File: config.mk
export PLATFORM = sky130hd
export DESIGN_NAME = cory_rr_sel4
export DESIGN_NICKNAME = d
export VERILOG_FILES = /design/src/rtl/cory_rr_sel4.sv
export SDC_FILE = /design/constraint.sdc
export NUM_CORES = 1
export LEC_CHECK = 0
export BUFFER_PORTS_ARGS = -buffer_cell sky130_fd_sc_hd__buf_2
export CAP_MARGIN = 20
export CORE_AREA = 2 2 39 41
export DETAILED_ROUTE_END_ITERATION = 7
export DIE_AREA = 0 0 41 43
export HOLD_SLACK_MARGIN = 0.1
export REMOVE_ABC_BUFFERS = 1
export SLEW_MARGIN = 30
export SYNTH_ARGS = -nofsm -noshare
export SYNTH_HDL_FRONTEND = slang
export SYNTH_SLANG_ARGS = --single-unit
File: constraint.sdc
create_clock -name clk -period 3.6 [get_ports clk]
set_clock_uncertainty 0.15 [all_clocks]
set_input_delay 0.18 -clock clk [delete_from_list [all_inputs] [get_ports clk]]
set_output_delay 0.18 -clock clk [all_outputs]
set_load 0.005 [all_outputs]
File: src/rtl/cory_rr_sel4.sv
// cory_rr_sel4: round-robin select generator for the cory 4-way mux.
//
// Watches the four source valids and issues one select token per beat on a
// valid/ready stream. Fairness is round-robin. With L > 1 a burst lock keeps
// the grant on the current source for up to L consecutive beats. An offered
// token is frozen until it is accepted.
//
// Ports:
//   clk    - clock, rising edge
//   reset  - asynchronous, active-high reset
//   i_req  - [3:0] valid of mux source k on bit k
//   o_s_v  - select token valid (to mux i_s_v)
//   o_s_d  - [1:0] selected source index (to mux i_s_d)
//   i_s_r  - select token accepted (from mux o_s_r)
module cory_rr_sel4 #(
    parameter int unsigned L  = 1,
    parameter int unsigned CW = (L > 1) ? $clog2(L) : 1
) (
    input  logic       clk,
    input  logic       reset,
    input  logic [3:0] i_req,
    output logic       o_s_v,
    output logic [1:0] o_s_d,
    input  logic       i_s_r
);

    localparam logic [CW-1:0] CntMax = CW'(L - 1);

    logic [1:0]    ptr_q, ptr_d;
    logic [CW-1:0] cnt_q, cnt_d;
    logic          burst_q, burst_d;
    logic          pend_q, pend_d;
    logic [1:0]    hsel_q, hsel_d;

    logic [1:0]    search_idx;
    logic          lock;
    logic [1:0]    cand;
    logic          s_v;
    logic [1:0]    s_d;
    logic [CW-1:0] cnt_n;

    // First set bit starting at ptr+1 and ending at ptr. Walking the offsets
    // from far to near lets the nearest hit overwrite the farther ones.
    always_comb begin
        logic [1:0] idx;
        search_idx = 2'd0;
        for (int i = 4; i >= 1; i--) begin
            idx = ptr_q + 2'(i);
            if (i_req[idx]) begin
                search_idx = idx;
            end
        end
    end

    assign lock = burst_q && i_req[ptr_q] && (cnt_q < CntMax);
    assign cand = lock ? ptr_q : search_idx;

    // Token presented to the mux; a pending token ignores i_req entirely.
    always_comb begin
        if (pend_q) begin
            s_v = 1'b1;
            s_d = hsel_q;
        end else begin
            s_v = |i_req;
            s_d = (|i_req) ? cand : 2'd0;
        end
    end

    // Outputs are forced low for the whole reset assertion, independent of i_req.
    assign o_s_v = s_v & ~reset;
    assign o_s_d = reset ? 2'd0 : s_d;

    always_comb begin
        ptr_d   = ptr_q;
        cnt_d   = cnt_q;
        burst_d = burst_q;
        pend_d  = pend_q;
        hsel_d  = hsel_q;
        cnt_n   = cnt_q;

        // Locked source went idle: drop the lock, rotation resumes from ptr+1.
        if (!pend_q && burst_q && !i_req[ptr_q]) begin
            burst_d = 1'b0;
            cnt_d   = '0;
        end

        if (s_v && !i_s_r) begin
            pend_d = 1'b1;
            hsel_d = s_d;
        end else if (s_v && i_s_r) begin
            pend_d = 1'b0;
            if (s_d == ptr_q && burst_q) begin
                cnt_n = (cnt_q < CntMax) ? cnt_q + CW'(1) : cnt_q;
            end else begin
                ptr_d = s_d;
                cnt_n = '0;
            end
            cnt_d   = cnt_n;
            burst_d = (L > 1) && (cnt_n < CntMax);
        end
    end

    always_ff @(posedge clk or posedge reset) begin
        if (reset) begin
            ptr_q   <= 2'd3;
            cnt_q   <= '0;
            burst_q <= 1'b0;
            pend_q  <= 1'b0;
            hsel_q  <= 2'd0;
        end else begin
            ptr_q   <= ptr_d;
            cnt_q   <= cnt_d;
            burst_q <= burst_d;
            pend_q  <= pend_d;
            hsel_q  <= hsel_d;
        end
    end

endmodule

# Word-level counts from Yosys, hierarchy flattened
# Index checks and enable logic that the tools add are counted.
# op_classes
n_eq_ne,2
n_mux,27
order_cmp,5
addsub,4
bitwise,4
reduce_logical,13
# ops
op,n
2-to-1 mux 2 bit,8
2-to-1 mux 1 bit,15
less-than comparator 2 x 3 -> 1 bit (second input constant),4
binary-select mux 1 bit (select 2 bit),4
logical AND 1 bit,7
adder 2 bit (second input constant),2
!= test 4 bit (second input constant),1
OR reduction 4 bit,1
zero test 1 bit,3
NOT 1 bit,3
AND reduction 3 bit,1
adder 2 x 1 -> 2 bit (second input constant),1
== test 2 bit,1
nonzero test 2 bit,1
adder 1 bit (second input constant),1
AND 1 bit,1
less-than comparator 1 bit (second input constant),1
# word_totals
regBits,7
inputBits,7
elab_cells,60

# Depth between registers and ports, before layout
# Gate-level depths: netlist (run 1).
# depth
depth_word,14
mapped_depth,5

# Worst setup path before layout (run 1)
# No wires, ideal clock.
# synth_path
kind,reg-to-output
startpoint,register ptr_q[1]
endpoint,output o_s_d[1]
t_required_ns,3.270
path_stages_with_launch,5
slack_ns,1.810
t_arrival_ns,1.460
path_cell_list,dfstp_2 clkbuf_1 o21ai_0 or4_4 a21oi_1
# synth_between
elab_chain_len,10
# synth_rtl
element,line_no,source
start: declaration,29,"logic [1:0] ptr_q, ptr_d;"
start signal: assignment,111,ptr_q <= ptr_d;
adder 2 bit or binary-select mux 1 bit (select 2 bit) (tied branches),"48, 49, 55",
binary-select mux 1 bit (select 2 bit) or 2-to-1 mux 1 bit (tied branches),"49, 55",
2-to-1 mux 1 bit (not written as such) or 2-to-1 mux 2 bit (tied branches),49,if (i_req[idx]) begin
2-to-1 mux 2 bit (3 in series),49,
2-to-1 mux 2 bit (*),56,assign cand = lock ? ptr_q : search_idx;
2-to-1 mux 2 bit (*),65,s_d = (|i_req) ? cand : 2'd0;
2-to-1 mux 2 bit (*),60,if (pend_q) begin
2-to-1 mux 2 bit (*),71,assign o_s_d = reset ? 2'd0 : s_d;
end: declaration,23,"output logic [1:0] o_s_d,"
# Mark *: on every way between the ends. The rest lies on a longest branch, timed or not. The select of a mux whose other input is x is not followed.

# Final worst setup path (run 1)
# layout_path
startpoint,register ptr_q[0]
endpoint,output o_s_d[1]
# Same word-level chain as after synthesis.

==> summary.txt, run 1 <==
Critical path
  – Required @ worst endpoint: 3270 ps
  – Type of origin of the critical path: register
  – Setup crit end kind: output port
  – Reg-to-Reg Start: ptr_q[0]
  – Setup Crit Path Kind: reg -> out
  – Worst Path Max Fanout: 7
  – R2R cell count: 4
  – Reg2Reg Capture Point: ptr_q[1]
  – R2r setup slk: just under 2000 ps
  – Arr. time, crit path: between 1500 and 2000 ps

Cells and area
  – Final instance count without filler cells: 73
  – Share of cells above drive strength 1: 0.316
  – Area Overhead vs Synth: 20.9%
  – Ant diodes: 0
  – Nets@finish: 65

Global route
  – Largest net degree at the start of global routing: 9
  – Total Routing Usage GR: 0.113
  – Remaining global-route overflow: 0
  – Global-route wire length before repair: 1280 µm
  – Met1 usage: 0.144
  – M3 GR Usage: 0.0157
  – Initial antenna violation count: 0
  – M2 GR Usage: 0.147
  – Vias in the first global route: between 300 and 400
  – GR peak layer: met2

Floorplanning
  – Die outline width: around 40 µm
  – FP Rows: 14
  – Initial Util: 0.269
  – Placeable Area: around 1400 µm²
  – Die Ht: 43 µm
  – Die footprint: between 1500 and 2000 µm²
  – IO Count: 10

Clock network
  – Later-pin clock latency in the skew report: 240 ps
  – Worst-path clk slew: around 40 ps
  – CTS tree: yes
  – Clock root cell: clkbuf_4
  – Depth of the CTS H-tree: 1
  – # hold bufs at CTS: 1
  – Clk sinks: 5
  – Post-CTS Setup Bufs: 0
  – Post-CTS resize count: 0
  – Clock buffer depth: 2
  – Num CTS Buffers: 3

Timing
  – RSZ-0062 raised after global routing: false
  – Post-Route Setup TNS: 0 ps
  – Fin crit share: 0.573
  – Fin crit period: 2060 ps
  – Worst rel slew slack: 0.683
  – Final setup violation count: 0
  – Worst-margin pin slew: between 400 and 500 ps
  – Maximum clock frequency: 0.485 GHz
  – Slew Viols, Final: 0
  – Final hold viol count: 0

Placement
  – Detailed-placement wirelength estimate: between 600 and 700 µm
  – Port bufs: 9
  – GP Congestion: 0.685
  – Placed Instances: 68

Status
  – Outcome: finished, final reports clean

Logic synthesis
  – YS warnings: 0
  – Syn avg cell area: 7.91 µm²
  – Register area share after synthesis: 0.343
  – Seq cells post-synth: 5
  – Distinct cells, synth: 23
  – Synth Instances: 47
  – Synthesized area: 372 µm²

Routing
  – Total Wirelength: 795 µm
  – Pre-Repair DR Iteration Count: 4
  – Routed Antenna Nets: 0
  – Detailed Route Iter0 Violations: 4
  – Via density: 4.97
  – DRC: 0
  – Routed len/inst: 10.9 µm
  – Total number of vias: 363

Pwr
  – Power per cell area: 431 nW/µm²
  – Seq pwr share: 0.427
  – Switching portion of total power: 0.298
  – Cell internal pwr: 0.136 mW
  – Worst vdd ir: 0.233 mV
  – Total chip power: 0.194 mW
  – Sw power: 0.0576 mW
  – Clock network fraction of total power: 0.321
  – Logic pwr share: 0.252
  – Static leakage power: about 0.20 nW

Hold path
  – Hold_sp: i_s_r
  – Hold path depth: 3
  – Worst hold endpoint: pend_q
  – Hold Path Class: in -> reg

Job
  – Maximum Capacitance Violations: 0
power groups by stage:
stage | logic [mW] | registers [mW] | clock network (mW)
2_1_floorplan | 0.0327 | 0.0798 | 0
3_3_place_gp | 0.0476 | 0.0827 | 0
3_5_place_dp | 0.0481 | 0.0835 | 0
4_1_cts | 0.0492 | 0.0828 | 0.0663
5_1_grt | 0.0557 | 0.0846 | 0.0722
6_report | 0.0488 | 0.0826 | 0.0622
cell usage after synthesis:
master	instances	area (µm²)
a21oi_1	5	25.0
a311oi_1	1	8.76
a31oi_1	2	12.5
buf_1	1	3.75
buf_2	1	5.00
buf_6	1	11.3
clkbuf_1	1	3.75
dfrtp_1	3	75.1
dfstp_2	2	52.6
inv_1	5	18.8
nand2_1	3	11.3
nor2_1	6	22.5
nor3_1	1	5.00
nor4_1	1	6.26
nor4b_1	1	8.76
o211ai_1	2	15.0
o21a_4	1	15.0
o21ai_0	3	15.0
o22ai_1	2	12.5
o31ai_1	1	7.51
or2_2	1	6.26
or2b_1	1	7.51
or4_4	2	22.5
cell families (layout without fill, tap and decap cells):
logic type / Yosys count / count (layout) / share of synthesized area
DFF: 5 / 5 / 0.343
buffers and inverters: 9 / 19 / 0.114
and+or+nand+nor: 16 / 16 / 0.242
AOI/OAI and AO/OA: 17 / 17 / 0.300
critical path: stages, from the launching register on:
cell and delay [ps]:
dfstp_2 570, or2b_1 110, o21ai_0 60, or4_4 500
a21oi_1 130, buf_2 120
worst max-delay path by stage:
stage	from	endpoint	slack (ps)
detailed placement	ptr_q[0]	o_s_d[1]	1780
global route	ptr_q[0]	o_s_d[1]	1410
finish	ptr_q[0]	o_s_d[1]	1540
global placement	ptr_q[0]	o_s_d[1]	1800
floorplan	ptr_q[0]	o_s_d[1]	1920
CTS	ptr_q[0]	o_s_d[1]	1520
metrics by stage:
stage	worst slack [ps]	hold WS, ps	util	instance area [µm²]
6_report	1540	111	0.325	449
5_1_grt	1410	126	0.325	449
2_1_floorplan	1920	-193	-	348
4_1_cts	1520	102	0.325	449
3_3_place_gp	1800	-26.4	0.298	413
3_5_place_dp	1780	-31.4	0.298	413
routing by layer:
layer | up-vias | wire length (µm)
met1 | 158 | 375
li1 | 191 | -
met3 | 2 | 40
met5 | - | 0
met4 | 0 | 8
met2 | 12 | 369
final cells by class:
type	count	area [µm²]
Tap cell	16	20.0
Inverter	5	18.8
Fill cell	155	935
Sequential cell	5	128
Clock buffer	4	26.3
Timing Repair Buffer	10	55.1
Multi-Input combinational cell	33	201
flip-flops by register name (all words and copies together), names as in the netlist:
register and cells:
hsel_q 2, pend_q 1, ptr_q 2
placed cells by master, fill, tap and decap left out, drive strengths merged, types with 3 or more instances in the layout:
cell    instances
inv             5
nand2           3
dfrtp           3
buf             9
clkbuf          4
a21oi           5
nor2            6
o21ai           3
(Power assumes the default switching activity.)
==> inputs of run 2 (changes only) <==
==> constraint.sdc (replaced) <==
create_clock -name clk -period 1.8 [get_ports clk]
set_clock_uncertainty 0.15 [all_clocks]
set_input_delay 0.09 -clock clk [delete_from_list [all_inputs] [get_ports clk]]
set_output_delay 0.09 -clock clk [all_outputs]
set_load 0.005 [all_outputs]
==> summary.txt, run 2 (synthesis gave the netlist of run 1 again) <==
Status
  – Outcome: complete, but fails checks
  – Failing checks: negative setup slack

Critical path
  – Worst Path Max Fanout: 6 (-1)
  – Setup Crit Path Kind: reg -> out
  – Type of origin of the critical path: register
  – WP buf/inv: 2 (+1)
  – Critical path's slowest cell: or4_4
  – Arr. time, crit path: 1600 ps (-130 ps)
  – Setup crit end kind: output port
  – Worst path cell trace: buf_6, o21ai_2, a21oi_1, or4_4, a21oi_2, buf_2
  – Crit path max-delay family: simple AND/OR/NAND/NOR gates
  – CP max stage delay: 490 ps (-80 ps)
  – Required @ worst endpoint: 1560 ps (-1710 ps)

Timing
  – Fin worst setup slack: -41.4 ps (-1580 ps)
  – Slew Viols, Final: 0 (unchanged)
  – Fin crit share: 1.02
  – Final setup violation count: 2 (+2)
  – RSZ-0062 raised after global routing: true
  – Fin crit period: 1840 ps
  – Worst-margin pin slew: 565 ps (+93.4 ps)
  – Post-Route Setup TNS: -46.6 ps (-46.6 ps)
  – Maximum clock frequency: approximately 0.54 GHz
  – Worst rel slew slack: 0.620 (-0.0628)
  – Final hold viol count: 0 (unchanged)

Global route
  – M2 GR Usage: 0.178 (+0.0313)
  – Global-route wire length before repair: 1470 µm (+14%)
  – Largest net degree at the start of global routing: 9 (unchanged)
  – M3 GR Usage: 0.0157 (unchanged)
  – Vias in the first global route: 367 (+7.9%)
  – Met1 usage: 0.157 (+0.0131)
  – Total Routing Usage GR: 0.121 (+0.00808)
  – Remaining global-route overflow: 0 (unchanged)
  – GR peak layer: met2
  – Initial antenna violation count: 0 (unchanged)

Routing
  – DRC: 0 (unchanged)
  – Pre-Repair DR Iteration Count: 4 (unchanged)
  – Routed Antenna Nets: 0 (unchanged)
  – Total Wirelength: 889 µm (+12%)
  – Detailed Route Iter0 Violations: 8 (+4)
  – Total number of vias: 380 (+4.7%)
  – Via density: 4.87 (-2.0%)
  – Routed len/inst: 11.4 µm (+4.7%)

Cells and area
  – Nets@finish: 70 (+7.7%)
  – Most frequent cells in the layout: buf_2 (9), nor2_1 (5), inv_1 (5)
  – Most common library cell in the layout ignoring fill and taps: buf_2
  – Share of cells above drive strength 1: 0.419 (+0.104)
  – Top Registers: hsel_q (2), ptr_q (2), pend_q (1)
  – Area Overhead vs Synth: 39.1%
  – Final design utilization: 0.373 (+0.0488)
  – Ant diodes: 0 (unchanged)
  – Final instance count without filler cells: 78 (+6.8%)

Pwr
  – Sw power: 0.130 mW (+130%)
  – Total chip power: 0.435 mW (+120%)
  – Logic pwr share: 0.358 (+0.106)
  – Switching portion of total power: 0.300 (+0.00225)
  – Cell internal pwr: 0.304 mW (+120%)
  – Clock network fraction of total power: 0.285 (-0.036)
  – Power per cell area: 841 nW/µm² (+95%)
  – Static leakage power: 0.225 nW (+15%)
  – Seq pwr share: 0.357 (-0.070)
  – Worst vdd ir: 0.397 mV (+70%)

Clock network
  – Num CTS Buffers: 3 (unchanged)
  – Clk sinks: 5 (unchanged)
  – Depth of the CTS H-tree: 1 (unchanged)
  – Clock buffer depth: 2 (unchanged)
  – Later-pin clock latency in the skew report: 240 ps (about the same)
  – Clock root cell: clkbuf_4
  – CTS tree: yes
  – Worst-path clk slew: 40 ps (about the same)

Job
  – Maximum Capacitance Violations: 0 (unchanged)

Floorplanning
  – IO Count: 10 (unchanged)
  – Die outline width: 41 µm (unchanged)
  – Initial Util: 0.269 (unchanged)
  – Placeable Area: 1380 µm² (unchanged)
  – Die Ht: 43 µm (unchanged)
  – Die footprint: 1760 µm² (unchanged)
  – FP Rows: 14 (unchanged)

Hold path
  – Hold Path Class: in -> async

Placement
  – Placed Instances: 70 (+2.9%)
  – Detailed-placement wirelength estimate: 624 µm (+3.9%)
  – DP Worst Slack: 115 ps (-1660 ps)
  – GP Congestion: 0.723 (+5.5%)
  – Port bufs: 9 (unchanged)
## run 2: power groups by stage
stage / Clock, mW / Sequential, mW / Combinational [mW]
2_1_floorplan: 0 / 0.160 / 0.0654
3_3_place_gp: 0 / 0.153 / 0.119
3_5_place_dp: 0 / 0.154 / 0.121
4_1_cts: 0.131 / 0.155 / 0.148
5_1_grt: 0.142 / 0.158 / 0.173
6_report: 0.124 / 0.155 / 0.156
## run 2: worst paths after layout
check                           from        end  slack, ps  cells past startpoint
max                         ptr_q[1]   o_s_d[1]        -40                      6
min                            reset     pend_q        180                      3
max reg2reg                 ptr_q[1]   ptr_q[1]        150                      6
min reg2reg                hsel_q[0]  hsel_q[0]        370                      2
max in group asynchronous      reset   ptr_q[1]       1080                      3
min in group clk            i_req[3]   ptr_q[0]        220                      4
## run 2: stage by stage
| step | area (µm²) | hold WS [ps] |
|---|---|---|
| after floorplan | 348 | -283 |
| after global placement | 428 | -118 |
| after detailed placement | 428 | -121 |
| after CTS | 507 | 178 |
| after global routing | 517 | 212 |
| final | 517 | 183 |
## run 2: repair_timing
action                     4_1_cts  5_1_grt
cloned                           0        0
pin swaps                        7        3
setup buffers                    2        0
hold endpoints to repair        10        0
setup endpoints to repair        2        2
hold buffers                     2        0
gates resized for setup          7        2
## run 2: final cells by class
class | count | area [µm²]
Clock buffer | 4 | 26.3
Fill cell | 148 | 867
Inverter | 5 | 18.8
Multi-Input combinational cell | 33 | 218
Sequential cell | 5 | 128
Tap cell | 16 | 20.0
Timing Repair Buffer | 15 | 106
## run 2: tightest hold or removal path, stage by stage
cell and delay [ps]:
dlygate4sd3_1 530, buf_2 150, inv_1 160
## run 2: layer usage
metal  wire [µm]  vias to the layer above
li1            -                      196
met1         457                      172
met2         386                       10
met3          36                        2
met4           9                        0
met5           0                        -
